`config.mk`:
```
export PLATFORM = sky130hd
export DESIGN_NAME = mem_access_stage
export DESIGN_NICKNAME = d
export VERILOG_FILES = /design/src/rtl/riscv_pkg.sv /design/src/rtl/mem_timeout_counter.sv /design/src/rtl/mem_access_stage.sv
export SDC_FILE = /design/constraint.sdc
export NUM_CORES = 1
export LEC_CHECK = 0
export ABC_AREA = 1
export CORE_UTILIZATION = 24
export DETAILED_ROUTE_END_ITERATION = 8
export GPL_TIMING_DRIVEN = 0
export SLEW_MARGIN = 20
export SYNTH_ARGS = -nofsm -noshare
export SYNTH_HDL_FRONTEND = slang
export SYNTH_SLANG_ARGS = --single-unit
```
`constraint.sdc`:
```
create_clock -name clk -period 2.02 [get_ports clk]
set_input_delay 0.202 -clock clk [delete_from_list [all_inputs] [get_ports clk]]
set_output_delay 0.202 -clock clk [all_outputs]
set_load 0.01 [all_outputs]
```
`src/rtl/riscv_pkg.sv`:
```
// ============================================================
// riscv_pkg : shared types for the memory-access pipeline stage
// Revision: 1.0
// ============================================================
`default_nettype none

package riscv_pkg;

    typedef enum logic [1:0] {
        ST_IDLE   = 2'd0,
        ST_ACCESS = 2'd1,
        ST_WB     = 2'd2
    } mem_state_e;

    typedef enum logic [1:0] {
        EXC_NONE       = 2'd0,
        EXC_MISALIGNED = 2'd1,
        EXC_TIMEOUT    = 2'd2,
        EXC_CONFLICT   = 2'd3
    } mem_exc_e;

    localparam logic [1:0] c_align_mask = 2'b11;

    // Exception known at accept time; a simultaneous read+write outranks misalignment.
    function automatic mem_exc_e decode_exc(
        input logic       rd,
        input logic       wr,
        input logic [1:0] addr_lo
    );
        mem_exc_e exc;
        exc = EXC_NONE;
        if (rd && wr) begin
            exc = EXC_CONFLICT;
        end else if ((rd || wr) && ((addr_lo & c_align_mask) != 2'b00)) begin
            exc = EXC_MISALIGNED;
        end
        return exc;
    endfunction

endpackage

`default_nettype wire

```
`src/rtl/mem_timeout_counter.sv`:
```
// ============================================================
// mem_timeout_counter : counts cycles spent waiting for a memory ack
// Revision: 1.0
// ============================================================
`default_nettype none

module mem_timeout_counter #(
    parameter int LIMIT = 16
) (
    input  logic clk,
    input  logic rst_n,
    input  logic clear_i,
    input  logic enable_i,
    output logic expired_o
);

    localparam int CW = $clog2(LIMIT + 1);

    logic [CW-1:0] count_q;

    // count_q holds the number of completed waiting cycles, so the flag
    // rises during the LIMIT-th cycle and the caller can leave at its end.
    assign expired_o = (count_q == CW'(LIMIT - 1));

    always_ff @(posedge clk) begin
        if (!rst_n || clear_i) begin
            count_q <= '0;
        end else if (enable_i && !expired_o) begin
            count_q <= count_q + CW'(1);
        end
    end

endmodule

`default_nettype wire

```
`src/rtl/mem_access_stage.sv`:
```
// ============================================================
// mem_access_stage : single-outstanding load/store stage feeding writeback
// Revision: 1.0
// ============================================================
`default_nettype none

module mem_access_stage
    import riscv_pkg::*;
#(
    parameter int TIMEOUT_CYCLES = 16
) (
    input  logic        clk,
    input  logic        rst_n,
    input  logic        in_valid,
    output logic        in_ready,
    input  logic [31:0] alu_result,
    input  logic [31:0] mem_address,
    input  logic [31:0] store_data,
    input  logic        mem_read,
    input  logic        mem_write,
    input  logic        reg_write,
    input  logic [4:0]  rd,
    output logic        dmem_req,
    output logic        dmem_we,
    output logic [31:0] dmem_addr,
    output logic [31:0] dmem_wdata,
    input  logic        dmem_ack,
    input  logic [31:0] dmem_rdata,
    output logic        wb_valid,
    output logic        wb_reg_write,
    output logic [4:0]  wb_rd,
    output logic [31:0] wb_data,
    output logic [1:0]  wb_exc
);

    mem_state_e  state_q, state_d;
    mem_exc_e    exc_q, exc_d;
    logic [31:0] addr_q, wdata_q, alu_q, rdata_q;
    logic [4:0]  rd_q;
    logic        load_q, store_q, reg_write_q;

    logic w_accept, w_is_mem, w_expired, w_in_access, w_in_wb, w_ok;

    assign in_ready    = (state_q == ST_IDLE);
    assign w_accept    = in_valid && in_ready;
    assign w_is_mem    = mem_read || mem_write;
    assign w_in_access = (state_q == ST_ACCESS);
    assign w_in_wb     = (state_q == ST_WB);
    assign w_ok        = (exc_q == EXC_NONE);

    always_comb begin
        state_d = state_q;
        exc_d   = exc_q;
        case (state_q)
            ST_IDLE: begin
                if (w_accept) begin
                    exc_d   = decode_exc(mem_read, mem_write, mem_address[1:0]);
                    state_d = (w_is_mem && (exc_d == EXC_NONE)) ? ST_ACCESS : ST_WB;
                end
            end
            ST_ACCESS: begin
                // An ack in the final waiting cycle takes precedence over the timeout.
                if (dmem_ack) begin
                    state_d = ST_WB;
                end else if (w_expired) begin
                    state_d = ST_WB;
                    exc_d   = EXC_TIMEOUT;
                end
            end
            ST_WB:   state_d = ST_IDLE;
            default: state_d = ST_IDLE;
        endcase
    end

    always_ff @(posedge clk) begin
        if (!rst_n) begin
            state_q <= ST_IDLE;
            exc_q   <= EXC_NONE;
        end else begin
            state_q <= state_d;
            exc_q   <= exc_d;
        end
    end

    always_ff @(posedge clk) begin
        if (!rst_n) begin
            addr_q      <= '0;
            wdata_q     <= '0;
            alu_q       <= '0;
            rdata_q     <= '0;
            rd_q        <= '0;
            load_q      <= 1'b0;
            store_q     <= 1'b0;
            reg_write_q <= 1'b0;
        end else begin
            if (w_accept) begin
                addr_q      <= mem_address;
                wdata_q     <= store_data;
                alu_q       <= alu_result;
                rd_q        <= rd;
                load_q      <= mem_read;
                store_q     <= mem_write;
                reg_write_q <= reg_write;
            end
            if (w_in_access && dmem_ack && load_q) begin
                rdata_q <= dmem_rdata;
            end
        end
    end

    mem_timeout_counter #(
        .LIMIT (TIMEOUT_CYCLES)
    ) u_timeout (
        .clk       (clk),
        .rst_n     (rst_n),
        .clear_i   (!w_in_access),
        .enable_i  (w_in_access),
        .expired_o (w_expired)
    );

    assign dmem_req     = w_in_access;
    assign dmem_we      = w_in_access && store_q;
    assign dmem_addr    = w_in_access ? addr_q  : '0;
    assign dmem_wdata   = w_in_access ? wdata_q : '0;

    assign wb_valid     = w_in_wb;
    assign wb_rd        = w_in_wb ? rd_q : '0;
    assign wb_exc       = w_in_wb ? exc_q : EXC_NONE;
    assign wb_data      = (w_in_wb && w_ok) ? (load_q ? rdata_q : alu_q) : '0;
    assign wb_reg_write = w_in_wb && w_ok && !store_q && reg_write_q;

endmodule

`default_nettype wire

```
After elaboration in Yosys (flattened, before gate mapping)
Index checks and enable logic that the tools add are counted.
Word-level totals
  register bits after elaboration: 145
  output and inout bits: 108
  logic and storage cells: 61
Operators by class
  muxes and demuxes: 18
  $add $sub $neg: 1
  equality and inequality tests: 7
  reductions and logical operators: 24
Operators with widths (count)
  $mux 32: 4
  $mux 2: 10
  $logic_and 1x1->1: 11
  $pmux 2 s2: 2
  $logic_not 2->1: 3
  $add 5x1->5 const B: 1
  $eq 5x4->1 const B: 1
  $mux 5: 1
  $logic_not 1->1: 4
  $ne 2x2->1 const B: 2
  $reduce_and 4->1: 1
  $reduce_bool 2->1: 2
  $ne 3x3->1 const B: 1
  $eq 2x1->1 const B: 1
  $eq 2x2->1 const B: 1
  $logic_or 1x1->1: 2
  $ne 2x1->1 const B: 1
  $reduce_and 2->1: 1
  $mux 1: 1

Longest topological paths before layout
  depth after elaboration: 11
  gate-level depth with buffers: 10
  mapped depth without buffers: 10

Cells and area by module
A second synthesis with hierarchy kept.
Unflattened totals
  cell total of the unflattened synthesis: 861
  area, all modules: 6009.5 um^2
By module, submodules not included
  mem_access_stage: cells an instance 824, area each 5743.0 um^2, seq. area each 2802.7 um^2, instances 1
  mem_timeout_counter: cells an instance 37, area each 266.5 um^2, seq. area each 100.1 um^2, instances 1

Least setup slack after synthesis
Ideal clock, no wire load.
  path type: reg2reg
  start point: register u_timeout.count_q[0]
  end point: register exc_q[0]
  period minus slack after synthesis: 1436 ps
  cell stages (with the launch flop): 11
  arrival time: 1323 ps
  path slack: 584 ps
  cell sequence: dfxtp_1 ha_1 nand2_1 nor2_1 ha_1 inv_1 nand3_1 nand3_1 nand2_1 nand2_1 nor2_1
Between the ends
  longest elaborated chain between the ends: 3
RTL lines
  start: declaration: line mem_timeout_counter.sv:19  | logic [CW-1:0] count_q;
  start signal: assignment: line mem_timeout_counter.sv:29  | count_q <= count_q + CW'(1);
  $eq 5x4->1: line mem_timeout_counter.sv:23  | assign expired_o = (count_q == CW'(LIMIT - 1));
  $ne 2x2->1 (no line)
  $reduce_and 4->1 (no line)
  end signal: assignment: line mem_access_stage.sv:78  | exc_q <= EXC_NONE;
  end signal: assignment: line mem_access_stage.sv:81  | exc_q <= exc_d;
  end: declaration: line mem_access_stage.sv:37  | mem_exc_e exc_q, exc_d;
Every way passes these cells.
A chain may end at the register's enable or synchronous reset.

Final worst setup path
  start point: register state_q[1]
  end point: output port wb_data[29]
Between the ends
  longest elaborated chain between the ends: 3
RTL lines
  start: declaration: line mem_access_stage.sv:36  | mem_state_e state_q, state_d;
  start signal: assignment: line mem_access_stage.sv:80  | state_q <= state_d;
  $eq 2x2->1: line mem_access_stage.sv:48  | assign w_in_wb = (state_q == ST_WB);
  $logic_and 1x1->1: line mem_access_stage.sv:129  | assign wb_data = (w_in_wb && w_ok) ? (load_q ? rdata_q : alu_q) : '0;
  $mux 32: line mem_access_stage.sv:129
  end: declaration: line mem_access_stage.sv:32  | output logic [31:0] wb_data,
Every way passes these cells.

==> impl_metrics.yaml <==
outcome:
  status: "completed"
sta:
  setup_tns_ps: 0
  relSlewSlack_pct: 57.4
  fin_ws_ps: 59.7
  fmax_ghz: 0.510
  skew_ps: 6.25
  hold_viol: 0
  period_needed_ps: 1960
  tightest_slew_ps: 638
  rsz0062_at_grt: "true"
  slew_viol_final: 0
  fin_crit_sh_pct: 97.0
  setup-violations-final: 0
critical_path:
  r2r_start: "u_timeout.count_q[0]"
  worst_setup_path_end_kind: "primary output"
  critPathMaxStageDelay_ps: 390
  path_buf_inv: 4
  crit_arrival_ps: 1760
  rrSetupSlack_ps: 340
  cp_data_required_time_ps: 1820
  path_delay_family: "buffers and inverters"
  worstSetupStartpoint: "state_q[1]"
  worstPathCellList: "inv_6 -> nor2_4 -> buf_6 -> nand3_4 -> clkbuf_16 -> a21oi_4 -> buf_2"
  r2r_cells: 9
  r2r-end: "exc_q[0]"
  critPathKind: "reg2out"
  cp_slowest_cell: "dfxtp_4"
  crit_end: "wb_data[29]"
  startpoint_type: "flop"
  cp_max_fo: 5
  cp.depth: 7
power_and_ir_drop:
  p_leak_nw: 4.02
  p_per_area_nw_per_um2: 870
  ir_drop_v: 0.000548
placement:
  place_area_sq_um: 8850
  dp_hpwl_microns: 15600
  pre_cts_ws_ps: -398
  place.gp.congestion: 0.803
  numPlacedInstances: 1426
  portBuffers: 246
cells_and_area:
  diodes: 0
  most-common-layout-cells: "149 x nand2_1, 147 x nor2_1, 142 x dfxtp_1"
  syn_to_final_growth_pct: 61.4
  layout-drive-gt1-share_pct: 13.8
  nets: 1270
  fill_cells: 2716
  design_area_sq_um: 9660
  finalCoreUtilization_pct: 39.6
  final_common_cell: "nand2_1"
  final_cell_count_no_fill: 1465
floorplan:
  core_sq_um: 24400
  io_pins: 248
  die_h_microns: 160
  start_util_pct: 24.5
  die_x_microns: 160
  die-area_sq_um: 25600
  rows: 57
global_route:
  use_met3_pct: 5.30
  grt_max_degree: 17
  grt.busiest_layer: "met2"
  grtUsageTotal_pct: 16.5
  use_met1_pct: 20.8
  grt_pass1_wl_microns: 32900
  grtUsageMet2_pct: 26.5
  antenna_found_initial: 0
  gr-total-overflow: 0
  grt_pass1_vias: 6082
routing:
  ant_nets: 0
  vias: 6301
  first_iter_violations: 335
  route.detailed.drc: 0
  wl_per_cell_microns: 14.7
  first_pass_iters: 4
  totalWireLength_microns: 21600
  viasPerCell: 4.30
clock_network:
  holdBufCountCts: 0
  path_clk_slew_ps: 70
  clock_latency_ps: 410
  cts.sinks: 145
  htree_num_levels: 4
  root_buffer: "clkbuf_16"
  cts_buffers: 17
  clockBufferDepth: 2
  cts_tree: "yes"
run:
  maxCapViolCount: 0
synth:
  yosysSeqAreaShare_pct: 48.5
  syn_nets: 998
  synthCells: 856
  yosysWarnings: 0
  ys_ff_latch: 145
  netlist_area_sq_um: 5980
  yosysUniqueCellTypes: 21
  syn_avg_cell_area_sq_um: 6.99
hold_path:
  min_from: "rst_n"
  hold_path_class: "in2reg"
stage by stage:
| stage | hold WS [ps] | power [W] |
|---|---|---|
| CTS | 310 | 0.00838 |
| floorplan | 345 | 0.00405 |
| global placement | 439 | 0.00477 |
| finish | 313 | 0.00840 |
| global route | 339 | 0.00879 |
| detailed placement | 445 | 0.00479 |
tightest hold or removal path: stages:
cell      delay [ps]
buf_2            180
clkinv_1         230
a21oi_1           60
power by group:
part / switching (W) / internal [W] / leakage, nW
sequential: 0.000101 / 0.00313 / 1.19
combinational: 0.000907 / 0.000712 / 2.51
clock: 0.00133 / 0.00222 / 0.316
routing by layer:
layer | part of all wire, % | up-vias
li1 | - | 3256
met1 | 46 | 2823
met2 | 45 | 209
met3 | 7.9 | 13
met4 | 1.3 | 0
met5 | 0 | -
logic make-up (layout without fill, tap and decap cells):
family | after synthesis | after routing | share of synthesized area, %
and+or+nand+nor | 313 | 314 | 20.0
xor gates and xnor gates | 1 | 1 | 0.146
AOI/OAI and AO/OA | 247 | 247 | 20.7
adders and majority gates | 2 | 2 | 0.418
buffers and inverters | 148 | 432 | 10.2
DFF | 145 | 145 | 48.5
final cells by class:
class | instances | area (sq um) | share of cell area, %
sequential | 145 | 2910 | 30.2
tap | 324 | 405 | 4.20
inverter | 88 | 339 | 3.51
multi-input combinational | 564 | 2640 | 27.4
timing repair buffer | 253 | 2330 | 24.1
clock inverter | 14 | 228 | 2.36
buffer | 59 | 373 | 3.86
clock buffer | 18 | 429 | 4.44
Yosys cell counts (all sizes together):
master | n | share of area [%]
clkbuf | 31 | 1.9
ha | 2 | 0.42
nor3 | 1 | 0.084
nor2 | 155 | 9.8
nand2 | 151 | 9.5
dfxtp | 145 | 49
clkinv | 1 | 0.063
xor2 | 1 | 0.15
buf | 29 | 2.8
inv | 87 | 5.5
nand3 | 6 | 0.59
o21ai | 107 | 9.0
a21oi | 140 | 12
what timing repair did:
item / in CTS / in global routing
cloned: 0 / 4
pin swaps: 0 / 1
gates resized for setup: 224 / 66
endpoints found under the setup margin: 105 / 57
buffers inserted: 1 / 3
registers in the layout, summed over array words and instances, names as in the netlist, 2 cells and up:
register and cells:
rdata_q 32, exc_q 2, state_q 2, wdata_q 32
u_timeout.count_q 5, alu_q 32, addr_q 32, rd_q 5
how the worst min path moves through the flow:
| stage | endpoint | cells after the start |
|---|---|---|
| 2_1_floorplan | rdata_q[10] | 2 |
| 3_3_place_gp | wdata_q[6] | 2 |
| 3_5_place_dp | wdata_q[28] | 2 |
| 4_1_cts | rdata_q[0] | 3 |
| 5_1_grt | rdata_q[0] | 3 |
| 6_report | rdata_q[0] | 3 |
Power figures use the tool's default switching activity.
